==> src/rtl/pong_game_ctrl.sv <==
// pong_game_ctrl
//
// Game sequencer for the pong datapath. It decides when the ball may move,
// serves the ball from the centre, detects misses at either wall, keeps
// score and ends the game at WIN_SCORE. All delays are counted in frames
// using the one-cycle frame_tick from the video timing block.
//
// Ports:
//   clk          system clock
//   reset        asynchronous, active-high reset
//   frame_tick   one-cycle pulse, once per frame
//   start_btn    start button (synchronised level)
//   pause        level; freezes play and all delays while high
//   ball_x_pos   current ball x position
//   ball_y_pos   current ball y position (status only, not decoded)
//   ball_enable  ball may advance this frame
//   ball_load    one-cycle pulse: ball loads serve_x/serve_y/serve_dir
//   serve_x      serve x position (constant SERVE_X)
//   serve_y      serve y position (constant SERVE_Y)
//   serve_dir    1 = serve toward +x, 0 = toward -x
//   score_left   left player score (saturates at 15)
//   score_right  right player score (saturates at 15)
//   game_over    high while in GAME_OVER
//   state_dbg    IDLE=0, SERVE_WAIT=1, PLAY=2, POINT=3, GAME_OVER=4
module pong_game_ctrl #(
  parameter logic [9:0] LEFT_MISS_X  = 10'd8,
  parameter logic [9:0] RIGHT_MISS_X = 10'd632,
  parameter logic [9:0] SERVE_X      = 10'd320,
  parameter logic [9:0] SERVE_Y      = 10'd240,
  parameter logic [7:0] SERVE_DELAY  = 8'd60,
  parameter logic [7:0] POINT_DELAY  = 8'd90,
  parameter logic [3:0] WIN_SCORE    = 4'd9
) (
  input  logic       clk,
  input  logic       reset,
  input  logic       frame_tick,
  input  logic       start_btn,
  input  logic       pause,
  input  logic [9:0] ball_x_pos,
  input  logic [9:0] ball_y_pos,
  output logic       ball_enable,
  output logic       ball_load,
  output logic [9:0] serve_x,
  output logic [9:0] serve_y,
  output logic       serve_dir,
  output logic [3:0] score_left,
  output logic [3:0] score_right,
  output logic       game_over,
  output logic [2:0] state_dbg
);

  typedef enum logic [2:0] {
    S_IDLE       = 3'd0,
    S_SERVE_WAIT = 3'd1,
    S_PLAY       = 3'd2,
    S_POINT      = 3'd3,
    S_GAME_OVER  = 3'd4
  } state_t;

  state_t     state;
  logic [7:0] cnt;
  logic       start_q;
  logic       start_armed;
  logic       start_press;
  logic       frame_go;
  logic [3:0] score_left_inc;
  logic [3:0] score_right_inc;
  logic       unused_y;

  // start_armed only sets once the button has been seen low after reset,
  // so a button held through reset release never counts as a press.
  assign start_press = start_btn & ~start_q & start_armed;

  // Frames only advance the game while not paused.
  assign frame_go = frame_tick & ~pause;

  assign score_left_inc  = (score_left  == 4'd15) ? 4'd15 : score_left  + 4'd1;
  assign score_right_inc = (score_right == 4'd15) ? 4'd15 : score_right + 4'd1;

  assign serve_x   = SERVE_X;
  assign serve_y   = SERVE_Y;
  assign state_dbg = state;

  // Ball y is carried on the port for status only.
  assign unused_y = ^ball_y_pos;

  always_ff @(posedge clk or posedge reset) begin
    if (reset) begin
      state       <= S_IDLE;
      cnt         <= 8'd0;
      start_q     <= 1'b0;
      start_armed <= 1'b0;
      ball_enable <= 1'b0;
      ball_load   <= 1'b0;
      serve_dir   <= 1'b1;
      score_left  <= 4'd0;
      score_right <= 4'd0;
      game_over   <= 1'b0;
    end else begin
      start_q   <= start_btn;
      if (!start_btn) start_armed <= 1'b1;
      ball_load <= 1'b0;

      case (state)
        S_IDLE: begin
          ball_enable <= 1'b0;
          game_over   <= 1'b0;
          if (start_press) begin
            state     <= S_SERVE_WAIT;
            cnt       <= SERVE_DELAY;
            serve_dir <= 1'b1;
          end
        end

        S_SERVE_WAIT: begin
          ball_enable <= 1'b0;
          // A count of 0 or 1 both release on this frame, so a zero
          // delay behaves as one frame.
          if (frame_go) begin
            if (cnt <= 8'd1) begin
              state     <= S_PLAY;
              ball_load <= 1'b1;
            end else begin
              cnt <= cnt - 8'd1;
            end
          end
        end

        S_PLAY: begin
          // Registered, so enable rises the cycle after the load pulse.
          ball_enable <= ~pause;
          if (frame_go) begin
            // Left miss wins if both conditions were ever true together.
            if (ball_x_pos <= LEFT_MISS_X) begin
              score_right <= score_right_inc;
              serve_dir   <= 1'b0;
              ball_enable <= 1'b0;
              if (score_right_inc == WIN_SCORE) begin
                state     <= S_GAME_OVER;
                game_over <= 1'b1;
              end else begin
                state <= S_POINT;
                cnt   <= POINT_DELAY;
              end
            end else if (ball_x_pos >= RIGHT_MISS_X) begin
              score_left  <= score_left_inc;
              serve_dir   <= 1'b1;
              ball_enable <= 1'b0;
              if (score_left_inc == WIN_SCORE) begin
                state     <= S_GAME_OVER;
                game_over <= 1'b1;
              end else begin
                state <= S_POINT;
                cnt   <= POINT_DELAY;
              end
            end
          end
        end

        S_POINT: begin
          ball_enable <= 1'b0;
          if (frame_go) begin
            if (cnt <= 8'd1) begin
              state <= S_SERVE_WAIT;
              cnt   <= SERVE_DELAY;
            end else begin
              cnt <= cnt - 8'd1;
            end
          end
        end

        S_GAME_OVER: begin
          ball_enable <= 1'b0;
          if (start_press) begin
            score_left  <= 4'd0;
            score_right <= 4'd0;
            serve_dir   <= 1'b1;
            game_over   <= 1'b0;
            state       <= S_SERVE_WAIT;
            cnt         <= SERVE_DELAY;
          end else begin
            game_over <= 1'b1;
          end
        end

        default: begin
          state       <= S_IDLE;
          ball_enable <= 1'b0;
          game_over   <= 1'b0;
        end
      endcase
    end
  end

endmodule

==> config.mk <==
export PLATFORM = sky130hd
export DESIGN_NAME = pong_game_ctrl
export DESIGN_NICKNAME = d
export VERILOG_FILES = /design/src/rtl/pong_game_ctrl.sv
export SDC_FILE = /design/constraint.sdc
export NUM_CORES = 1
export LEC_CHECK = 0
export BUFFER_PORTS_ARGS = -buffer_cell sky130_fd_sc_hd__buf_2
export CAP_MARGIN = 20
export CORE_MARGIN = 2
export CORE_UTILIZATION = 35
export CTS_BUF_LIST = sky130_fd_sc_hd__clkbuf_8
export DETAILED_ROUTE_END_ITERATION = 8
export PLACE_DENSITY = 0.66
export SETUP_SLACK_MARGIN = 0.05
export SYNTH_ARGS = -nofsm -noshare
export SYNTH_HDL_FRONTEND = slang
export SYNTH_SLANG_ARGS = --single-unit
==> constraint.sdc <==
create_clock -name clk -period 5.5 [get_ports clk]
set_clock_uncertainty 0.1 [all_clocks]
set_input_delay 1.1 -clock clk [delete_from_list [all_inputs] [get_ports clk]]
set_output_delay 1.1 -clock clk [all_outputs]
set_load 0.02 [all_outputs]
==> results of run 1 <==
-- state kept, by name, summed over array words and instances, names as in the netlist --
name / cells
start_q: 1
score_right: 4
serve_dir: 1
ball_enable: 1
start_armed: 1
game_over: 1
score_left: 4
cnt: 8
ball_load: 1
state_dbg: 3
-- layout make-up --
type,count,share of cell area (%)
multi-input combinational,155,51.31
sequential,25,31.35
timing repair buffer,30,8.010
tap,70,4.380
inverter,14,2.628
clock buffer,3,2.065
clock inverter,1,0.2503
-- critical path, cell delays in order --
cell and delay (ns):
buf_2 0.11, nor4_1 0.26, nand3_1 0.27, mux2i_2 0.49, o211ai_4 0.19, a221o_1 0.38
-- per-stage QoR --
step                instance area, µm²  power (mW)  utilization [%]
finish                            1999      0.5327            39.65
global route                      1999      0.5724            39.65
CTS                               1984      0.5364            39.35
detailed placement                1938      0.4210            38.44
global placement                  1938      0.4183            38.44
floorplan                         1877      0.3907                -
-- layout by cell type (no fill, tap or decap), drive strengths merged, types with 2 or more instances in the layout --
cell     instances
inv             14
o21ai           10
or2              2
clkbuf           3
nor2            15
o31ai            4
a21oi           10
o32a             2
nand2           15
nand3b           3
dfrtp           24
o211ai           2
nor4             3
a21o             3
o41ai            2
nand4            2
a41oi            3
buf             30
nand3           11
ha               6
o2bb2ai          2
a41o             2
o32ai            2
nand2b           7
nor2b            2
a221oi           2
a31oi            2
conb            20
-- how the worst min path moves through the flow --
stage | endpoint | slack (ns) | start | depth (start not counted)
floorplan | start_armed | 0.34 | start_armed | 1
global placement | start_armed | 0.35 | start_armed | 1
detailed placement | start_armed | 0.36 | start_armed | 1
CTS | start_armed | 0.38 | start_armed | 1
global route | start_armed | 0.41 | start_armed | 1
finish | start_armed | 0.38 | start_armed | 1
-- per-layer routing --
layer	vias to the layer above	part of all wire, %	GRT usage (%)	wire (µm)
met5	-	0	0	0
met4	0	1.3	5.263	49
met3	4	3.8	1.323	146
met2	38	47	19.54	1794
met1	717	48	19.41	1822
li1	758	-	-	-
-- Yosys cell counts, drive strengths merged (3+ instances only) --
cell type,n,area (µm²)
a21o,3,22.52
a21oi,10,50.05
a41oi,3,26.28
buf,23,171.4
dfrtp,24,600.6
ha,6,75.07
inv,14,52.55
nand2,15,56.30
nand2b,7,43.79
nand3,11,60.06
nand3b,3,22.52
nor2,15,56.30
nor4,3,33.78
o21ai,10,50.05
o31ai,4,30.03
-- power by group --
part | total [mW] | internal (mW) | switching, mW
Clock | 0.113 | 0.0509 | 0.0617
Sequential | 0.268 | 0.215 | 0.0526
Combinational | 0.152 | 0.0640 | 0.0881
Total | 0.533 | 0.330 | 0.202
-- cells by family after synthesis --
kind of cell             after synthesis
multiplexers                           2
buffers and inverters                 37
AND/OR/NAND/NOR                       67
adder cells (fa/ha/maj)                6
other                                  2
flip-flops                            25
AO/OA/AOI/OAI                         60
==> results.py, run 1 <==
metrics = {
    "worst_setup_path": {
        "timing.rr.start": "state_dbg[1]",
        "startpoint_type": "input port",
        "cp_max_fo": 8,
        "crit_arrival_ns": 2.80,
        "rrSetupSlack_ns": 3.09,
        "timing.rr.end": "cnt[1]",
        "required_ns": 5.56,
        "worstSetupEndpoint": "cnt[6]",
        "crit_type": "in2reg",
        "reg2reg_depth": 4,
        "cp-end-kind": "flip-flop",
        "critPathLaunch": "ball_x_pos[6]",
    },
    "logic_synthesis": {
        "ys.flop_type": "dfrtp_1",
        "synthMuxAreaShare_pct": 1.383,
        "async_flop_share_pct": 100.0,
        "syn_inst": 199,
        "synth-xor-area-share_pct": 0,
        "synth-simple-area-share_pct": 20.06,
        "ys_seq_area_share_pct": 34.65,
        "synth_top_family_by_area": "compound AO/OA/AOI/OAI gates",
        "yosysWarningCount": 0,
        "synth_compound_area_share_pct": 26.97,
        "synthDistinctLibCells": 57,
        "synthAdderAreaFrac_pct": 4.149,
        "yosys_register_bits": 25,
        "synth_edf_count": 0,
        "synth_area_um2": 1809,
        "synth_area_per_cell_um2": 9.092,
    },
    "drt": {
        "ant_nets": 0,
        "firstDrtPassIters": 4,
        "drtIter0Drc": 158,
        "wl_per_cell_um": 12.79,
        "wirelength_mm": 3.812,
        "drc": 0,
        "via_per_inst": 5.091,
        "num_vias": 1517,
    },
    "cts": {
        "hold_buffers": 0,
        "cts-root-buf": "clkbuf_8",
        "cts_made_buffers": 3,
        "cts_resized": 0,
        "clock-sinks": 25,
        "clk_latency_ns": 0.28,
        "h-tree-depth": 1,
        "clockBufferDepth": 2,
        "clkTransAtPathRegs_ns": 0.09,
        "post-cts-setup-buffers": 0,
        "cts_tree": "done",
    },
    "final_layout": {
        "drive_gt1_share_pct": 21.93,
        "fillerInstances": 514,
        "diodes": 0,
        "area_growth_pct": 10.51,
        "final_cells": 298,
        "seq_area_um2": 626.9,
        "final_net_count": 260,
        "multi_input_area_um2": 1026,
    },
    "timing": {
        "setup_ws_ns": 2.766,
        "post-route-period-util_pct": 49.70,
        "setup-tns-final_ns": 0,
        "rsz0062_at_grt": "no",
        "setup_violations": 0,
        "hold_viol": 0,
        "worst_slew_pin_slew_ns": 0.6829,
        "hold_ws_ns": 0.3756,
        "period_minus_slack_ns": 2.734,
        "slew_viol_final": 0,
        "slew_headroom_pct": 54.37,
        "max_freq_mhz": 365.8,
    },
    "status": {
        "status": "finished clean",
    },
    "die": {
        "initial_core_util_pct": 35.88,
        "fp.coreArea_um2": 5042,
        "die_h_um": 75.90,
        "die_area_um2": 5760,
        "die_w_um": 75.90,
        "io_pins": 60,
        "row_count": 26,
    },
    "power_and_ir_drop": {
        "p_leak_nw": 0.9472,
        "power.density_nw_per_um2": 266.4,
        "ir_worst_vdd_mv": 0.1154,
    },
    "grt": {
        "grt_use_total_pct": 13.13,
        "grt_max_degree": 26,
        "grt-ovfl-total": 0,
        "grt_pass1_wl_mm": 5.844,
        "grt_pass1_vias": 1269,
        "grt_antenna_before_repair": 0,
    },
    "placed_design": {
        "port_buffers": 29,
        "place.gp.congestion": 0.8529,
        "place_inst": 293,
        "hpwl_mm": 2.834,
        "preCtsSetupSlack_ns": 2.490,
    },
    "min_path": {
        "hold_path_class": "reg2reg",
    },
    "flow_run": {
        "maxCapViolations": 0,
    },
}
Note: power is estimated with default switching activity, not from simulation.
==> inputs of run 2 (changes only) <==
--- a/config.mk
+++ b/config.mk
@@ -5,6 +5,7 @@
 export SDC_FILE = /design/constraint.sdc
 export NUM_CORES = 1
 export LEC_CHECK = 0
+export ABC_AREA = 1
 export BUFFER_PORTS_ARGS = -buffer_cell sky130_fd_sc_hd__buf_2
 export CAP_MARGIN = 20
 export CORE_MARGIN = 2
==> constraint.sdc (replaced) <==
create_clock -name clk -period 2.55 [get_ports clk]
set_clock_uncertainty 0.1 [all_clocks]
set_input_delay 0.51 -clock clk [delete_from_list [all_inputs] [get_ports clk]]
set_output_delay 0.51 -clock clk [all_outputs]
set_load 0.02 [all_outputs]
==> run 2 against run 1 <==
Design area increased by 1.1%. Sequential share of layout area down 0.33 points. Synthesized cell count grew 33%. Global-route usage up 0.13 points.
==> results.py, run 2 <==
metrics = {
    "final_layout": {
        "area_growth_pct": 11.38,
        "diodes": 0,
        "layout_commonest_cell": "nand2_1",
        "largest_reg_flops": 8,
        "mostFrequentLayoutCells": "nand2_1, inv_1, buf_2",
        "drive_gt1_share_pct": 17.91,
        "regMostFlops": "cnt",
        "reg_top3": "cnt: 8 flops, score_left: 4 flops, score_right: 4 flops",
        "final_net_count": 328,
        "fillerInstances": 554,
    },
    "logic_synthesis": {
        "synth_top_area_share_pct": 33.10,
        "yosysWarningCount": 0,
        "synth_edf_count": 0,
        "yosysTopAreaCell": "dfrtp_1",
        "synth_most_common_cell": "nand2_1",
        "synth_area_per_cell_um2": 6.872,
        "async_flop_share_pct": 100.0,
        "synthDistinctLibCells": 27,
        "syn_inst": 264,
        "yosys-top-cells-count": "nand2_1, inv_1, nand3_1",
        "ys_seq_area_share_pct": 34.55,
        "synth_area_um2": 1814,
        "netlist_top_cells_area": "dfrtp_1, nand2_1, buf_4",
        "ys.flop_type": "dfrtp_1",
        "yosys_register_bits": 25,
    },
    "worst_setup_path": {
        "crit_arrival_ns": 2.11,
        "required_ns": 2.67,
        "startpoint_type": "flip-flop",
        "crit_type": "reg2reg",
        "cp_max_fo": 9,
        "cp-end-kind": "flip-flop",
    },
    "power_and_ir_drop": {
        "pwr-share-clk_pct": 11.2,
        "p_sw_mw": 1.119,
        "switching_share_pct": 50.47,
        "ir_worst_vdd_mv": 0.4463,
        "seqPwrFrac_pct": 32.3,
        "p_int_mw": 1.099,
        "finalPower_mw": 2.218,
        "power.density_nw_per_um2": 1098,
        "p_leak_nw": 1.176,
        "power_frac_comb_pct": 56.5,
    },
    "die": {
        "row_count": 26,
        "die_w_um": 76.00,
        "die_area_um2": 5775,
        "die_h_um": 76.00,
        "io_pins": 60,
        "fp.coreArea_um2": 5042,
        "initial_core_util_pct": 35.98,
    },
    "min_path": {
        "hold_path_class": "in2async",
    },
    "drt": {
        "wl_per_cell_um": 9.954,
        "num_vias": 1612,
        "via_per_inst": 4.404,
        "drc": 0,
        "firstDrtPassIters": 4,
        "drtIter0Drc": 61,
        "wirelength_mm": 3.643,
        "ant_nets": 0,
    },
    "cts": {
        "post-cts-setup-buffers": 0,
        "cts_tree": "done",
        "clockBufferDepth": 2,
        "clkTransAtPathRegs_ns": 0.09,
        "cts_made_buffers": 3,
        "cts-root-buf": "clkbuf_8",
        "clock-sinks": 25,
        "clk_latency_ns": 0.27,
        "cts_resized": 0,
        "h-tree-depth": 1,
        "hold_buffers": 0,
    },
    "timing": {
        "slew_viol_final": 0,
        "rsz0062_at_grt": "no",
        "max_freq_mhz": 501.1,
        "setup-tns-final_ns": 0,
        "post-route-period-util_pct": 78.26,
        "hold_viol": 0,
        "setup_violations": 0,
        "period_minus_slack_ns": 1.996,
        "setup_ws_ns": 0.5542,
    },
    "grt": {
        "grt_pass1_wl_mm": 6.320,
        "grt_use_total_pct": 13.27,
        "grt_antenna_before_repair": 0,
        "grt_pass1_vias": 1438,
        "grt-ovfl-total": 0,
        "grt_max_degree": 26,
    },
    "placed_design": {
        "port_buffers": 29,
        "preCtsSetupSlack_ns": 0.4971,
        "place.gp.congestion": 0.7936,
        "hpwl_mm": 2.778,
    },
    "status": {
        "status": "finished clean",
    },
    "flow_run": {
        "maxCapViolations": 0,
    },
}
[run 2: cell count changes in the layout (fill, tap and decap cells not counted), sizes merged, moves of 3 or more]
cell / change
o21ai: +12
inv: +26
nor2: +16
nand3: +16
nand2b: -7
nor4: -3
nand2: +62
o31ai: -4
a41oi: -3
a21oi: -8
a21o: -3
[run 2: path summary, 6_finish.rpt]
check / slack, ns / depth (start not counted) / end / from
min in group clk: 0.25 / 1 / start_q / start_btn
setup / recovery: 0.55 / 12 / cnt[0] / score_left[0]
setup reg to reg: 0.55 / 12 / cnt[0] / score_left[0]
hold / removal: 0.17 / 3 / score_right[0] / reset
hold reg to reg: 0.38 / 1 / start_armed / start_armed
max in group asynchronous: 1.88 / 3 / serve_dir / reset
[run 2: layout make-up]
type / count / area, µm² / share of cell area, %
sequential: 25 / 626.9 / 31.02
timing repair buffer: 30 / 152.6 / 7.554
multi-input combinational: 197 / 954.7 / 47.24
clock inverter: 1 / 7.507 / 0.3715
tap: 70 / 87.58 / 4.334
clock buffer: 3 / 41.29 / 2.043
inverter: 40 / 150.1 / 7.430
[run 2: worst max-delay path: stages, from the launching register on]
cell	delay, ns
dfrtp_1	0.43
ha_1	0.23
nand2_1	0.06
inv_1	0.04
nand2_1	0.09
o21ai_0	0.12
nor2_1	0.11
nand3_1	0.10
nand2_1	0.08
nand2_1	0.23
nand2_4	0.22
nand2_1	0.07
nand2_1	0.06
[run 2: kinds of logic after synthesis]
family / after synthesis / synth area share (%)
xor+xnor: 2 / 0.9657
other cells: 2 / 0.4139
fa+ha+maj: 6 / 4.138
simple gates: 142 / 34.76
flops: 25 / 34.55
buf+inv: 60 / 16.55
compound gates: 27 / 8.621
[run 2: power groups by stage]
| stage | logic (mW) | registers [mW] | clock network [mW] |
|---|---|---|---|
| finish | 1.25 | 0.716 | 0.249 |
| CTS | 1.27 | 0.716 | 0.258 |
| global route | 1.45 | 0.746 | 0.274 |
| detailed placement | 1.26 | 0.722 | 0 |
| floorplan | 0.907 | 0.800 | 0 |
| global placement | 1.24 | 0.719 | 0 |
[run 2: through the flow]
step | util, % | instances | cell area [µm²] | hold WS, ns
floorplan | - | 282 | 1882 | 0.3400
global placement | 39.11 | 362 | 1972 | 0.3532
detailed placement | 39.11 | 362 | 1972 | 0.3570
CTS | 40.07 | 366 | 2021 | 0.1791
global route | 40.07 | 366 | 2021 | 0.1942
finish | 40.07 | 366 | 2021 | 0.1702
[run 2: layer usage]
metal | wire [µm] | up-vias | GRT usage [%]
met5 | 0 | - | 0
met4 | 54 | 0 | 5.636
met3 | 112 | 4 | 1.896
met2 | 1674 | 28 | 21.70
met1 | 1801 | 725 | 17.63
li1 | - | 855 | -
==> inputs of run 3 (changes only) <==
==> constraint.sdc (replaced) <==
create_clock -name clk -period 2 [get_ports clk]
set_clock_uncertainty 0.1 [all_clocks]
set_input_delay 0.4 -clock clk [delete_from_list [all_inputs] [get_ports clk]]
set_output_delay 0.4 -clock clk [all_outputs]
set_load 0.02 [all_outputs]
==> run 3 against run 2 <==
Sequential power increased by 22%. Clock power rose by 23%. Setup slack got worse by 0.39 ns. Core utilization up 1.0 points. Count of clock-buffer cells in the layout unchanged. Critical path depth fell by 2. Sequential cell count did not move. Combinational power rose by 38%. Sequential share of layout area shrank 0.77 points. Die area unchanged. Critical path type unchanged. Highest routed layer unchanged.
==> results.py, run 3 (synthesis results as in run 2) <==
metrics = {
    "status": {
        "status": "finished clean",
    },
    "die": {
        "fp.coreArea_um2": 5042,
        "initial_core_util_pct": 35.98,
        "io_pins": 60,
        "die_w_um": 76.00,
        "die_area_um2": 5775,
        "row_count": 26,
        "die_h_um": 76.00,
    },
    "timing": {
        "setup-tns-final_ns": 0,
        "hold_ws_ns": 0.05428,
        "period_minus_slack_ns": 1.835,
        "post-route-period-util_pct": 91.75,
        "hold_viol": 0,
        "max_freq_mhz": 545.0,
        "rsz0062_at_grt": "no",
        "setup_violations": 0,
        "slew_viol_final": 0,
    },
    "worst_setup_path": {
        "critPathLaunch": "cnt[0]",
        "cp-end-kind": "flip-flop",
        "max_stage_delay_ns": 0.42,
        "startpoint_type": "flip-flop",
        "cp_cell_sequence": "inv_1 -> ha_1 -> nor2_1 -> nor3_1 -> nand2_2 -> o21ai_2 -> nor2_4 -> buf_4 -> nand3_1 -> nand2_1",
        "required_ns": 2.07,
        "crit_type": "reg2reg",
        "crit_arrival_ns": 1.91,
        "critPathSlowestCell": "dfrtp_1",
        "cp_max_fo": 7,
        "timing.rr.start": "cnt[0]",
    },
    "final_layout": {
        "mostFrequentLayoutCells": "nand2_1, inv_1, buf_2",
        "diodes": 0,
        "layout_commonest_cell": "nand2_1",
        "fillerInstances": 542,
        "area_growth_pct": 14.21,
        "reg_top3": "cnt: 8 flops, score_left: 4 flops, score_right: 4 flops",
        "drive_gt1_share_pct": 19.87,
        "utilization_pct": 41.09,
        "final_net_count": 334,
        "final_cells": 372,
        "largest_reg_flops": 8,
        "regMostFlops": "cnt",
    },
    "cts": {
        "cts-root-buf": "clkbuf_8",
        "clk_latency_ns": 0.28,
        "post-cts-setup-buffers": 0,
        "cts_tree": "done",
        "clockBufferDepth": 2,
        "h-tree-depth": 1,
        "cts_made_buffers": 3,
        "clkTransAtPathRegs_ns": 0.09,
        "hold_buffers": 0,
        "clock-sinks": 25,
    },
    "placed_design": {
        "place_inst": 368,
        "port_buffers": 29,
        "place.gp.congestion": 0.8036,
        "hpwl_mm": 2.790,
    },
    "drt": {
        "drc": 0,
        "top_layer": "met4",
        "wl_met2_mm": 1.624,
        "num_vias": 1632,
        "wl_per_cell_um": 9.737,
        "wl_met3_um": 164,
        "wl_met1_mm": 1.756,
        "ant_nets": 0,
        "wirelength_mm": 3.622,
        "firstDrtPassIters": 4,
        "via_per_inst": 4.387,
        "drtIter0Drc": 79,
    },
    "flow_run": {
        "maxCapViolations": 0,
    },
    "grt": {
        "grt_use_total_pct": 13.53,
        "grt-ovfl-total": 0,
        "grt_max_degree": 26,
        "grt_pass1_wl_mm": 6.437,
        "grt_pass1_vias": 1498,
        "grt_antenna_before_repair": 0,
    },
    "power_and_ir_drop": {
        "ir_worst_vdd_mv": 0.4536,
        "power.density_nw_per_um2": 1401,
        "p_leak_nw": 1.223,
    },
    "min_path": {
        "hold_path_class": "in2async",
    },
}
run 3: cell count changes in the layout (fill, tap and decap cells not counted), sizes merged:
cell	previous run	this run
inv	40	41
clkinvlp	1	0
buf	30	36
run 3: layout make-up:
type | instances | area, µm² | area share (%)
multi-input cells | 197 | 964.7 | 46.56
flip-flops and latches | 25 | 626.9 | 30.25
repair buffers | 36 | 197.7 | 9.541
inverters | 40 | 150.1 | 7.246
well taps | 70 | 87.58 | 4.227
clock buffers | 3 | 41.29 | 1.993
clock inverters | 1 | 3.754 | 0.1812
run 3: repair_timing:
item,CTS,global route
endpoints found under the setup margin,2,10
endpoints found under the hold margin,0,0
gates resized for setup,1,4
pin swaps,0,2
run 3: routing by layer:
layer / up-vias / track usage (%)
met4: 0 / 6.727
met5: - / 0
met3: 5 / 2.725
met2: 35 / 21.79
li1: 866 / -
met1: 726 / 17.37
run 3: worst max-delay path: cells and delay by family, from the launching register on:
kind | cells | cell delay [ns]
AOI/OAI and AO/OA | 1 | 0.19
adders and majority gates | 1 | 0.22
buffers and inverters | 2 | 0.24
DFF | 1 | 0.42
and+or+nand+nor | 6 | 0.57
run 3: power by group:
part | switching [mW] | internal (mW)
clock | 0.169 | 0.138
sequential | 0.178 | 0.697
combinational | 1.09 | 0.626
run 3: worst paths after layout:
kind | end | slack [ns] | depth (start not counted)
worst max register to register | cnt[3] | 0.17 | 10
worst min-delay path | state_dbg[1] | 0.05 | 3
worst min register to register | start_armed | 0.38 | 1
max in group asynchronous | serve_dir | 1.46 | 3
min in group clk | start_q | 0.13 | 1
worst max-delay path | cnt[3] | 0.17 | 10
run 3: per-stage QoR:
| step | cell area (µm²) | setup WS (ns) | power [mW] |
|---|---|---|---|
| final | 2072 | 0.1650 | 2.903 |
| after global routing | 2072 | 0.05005 | 3.234 |
| after CTS | 2064 | 0.1366 | 2.920 |
| after detailed placement | 2017 | 0.07212 | 2.591 |
| after global placement | 2017 | 0.05147 | 2.565 |
| after floorplan | 1882 | 0.1990 | 2.177 |
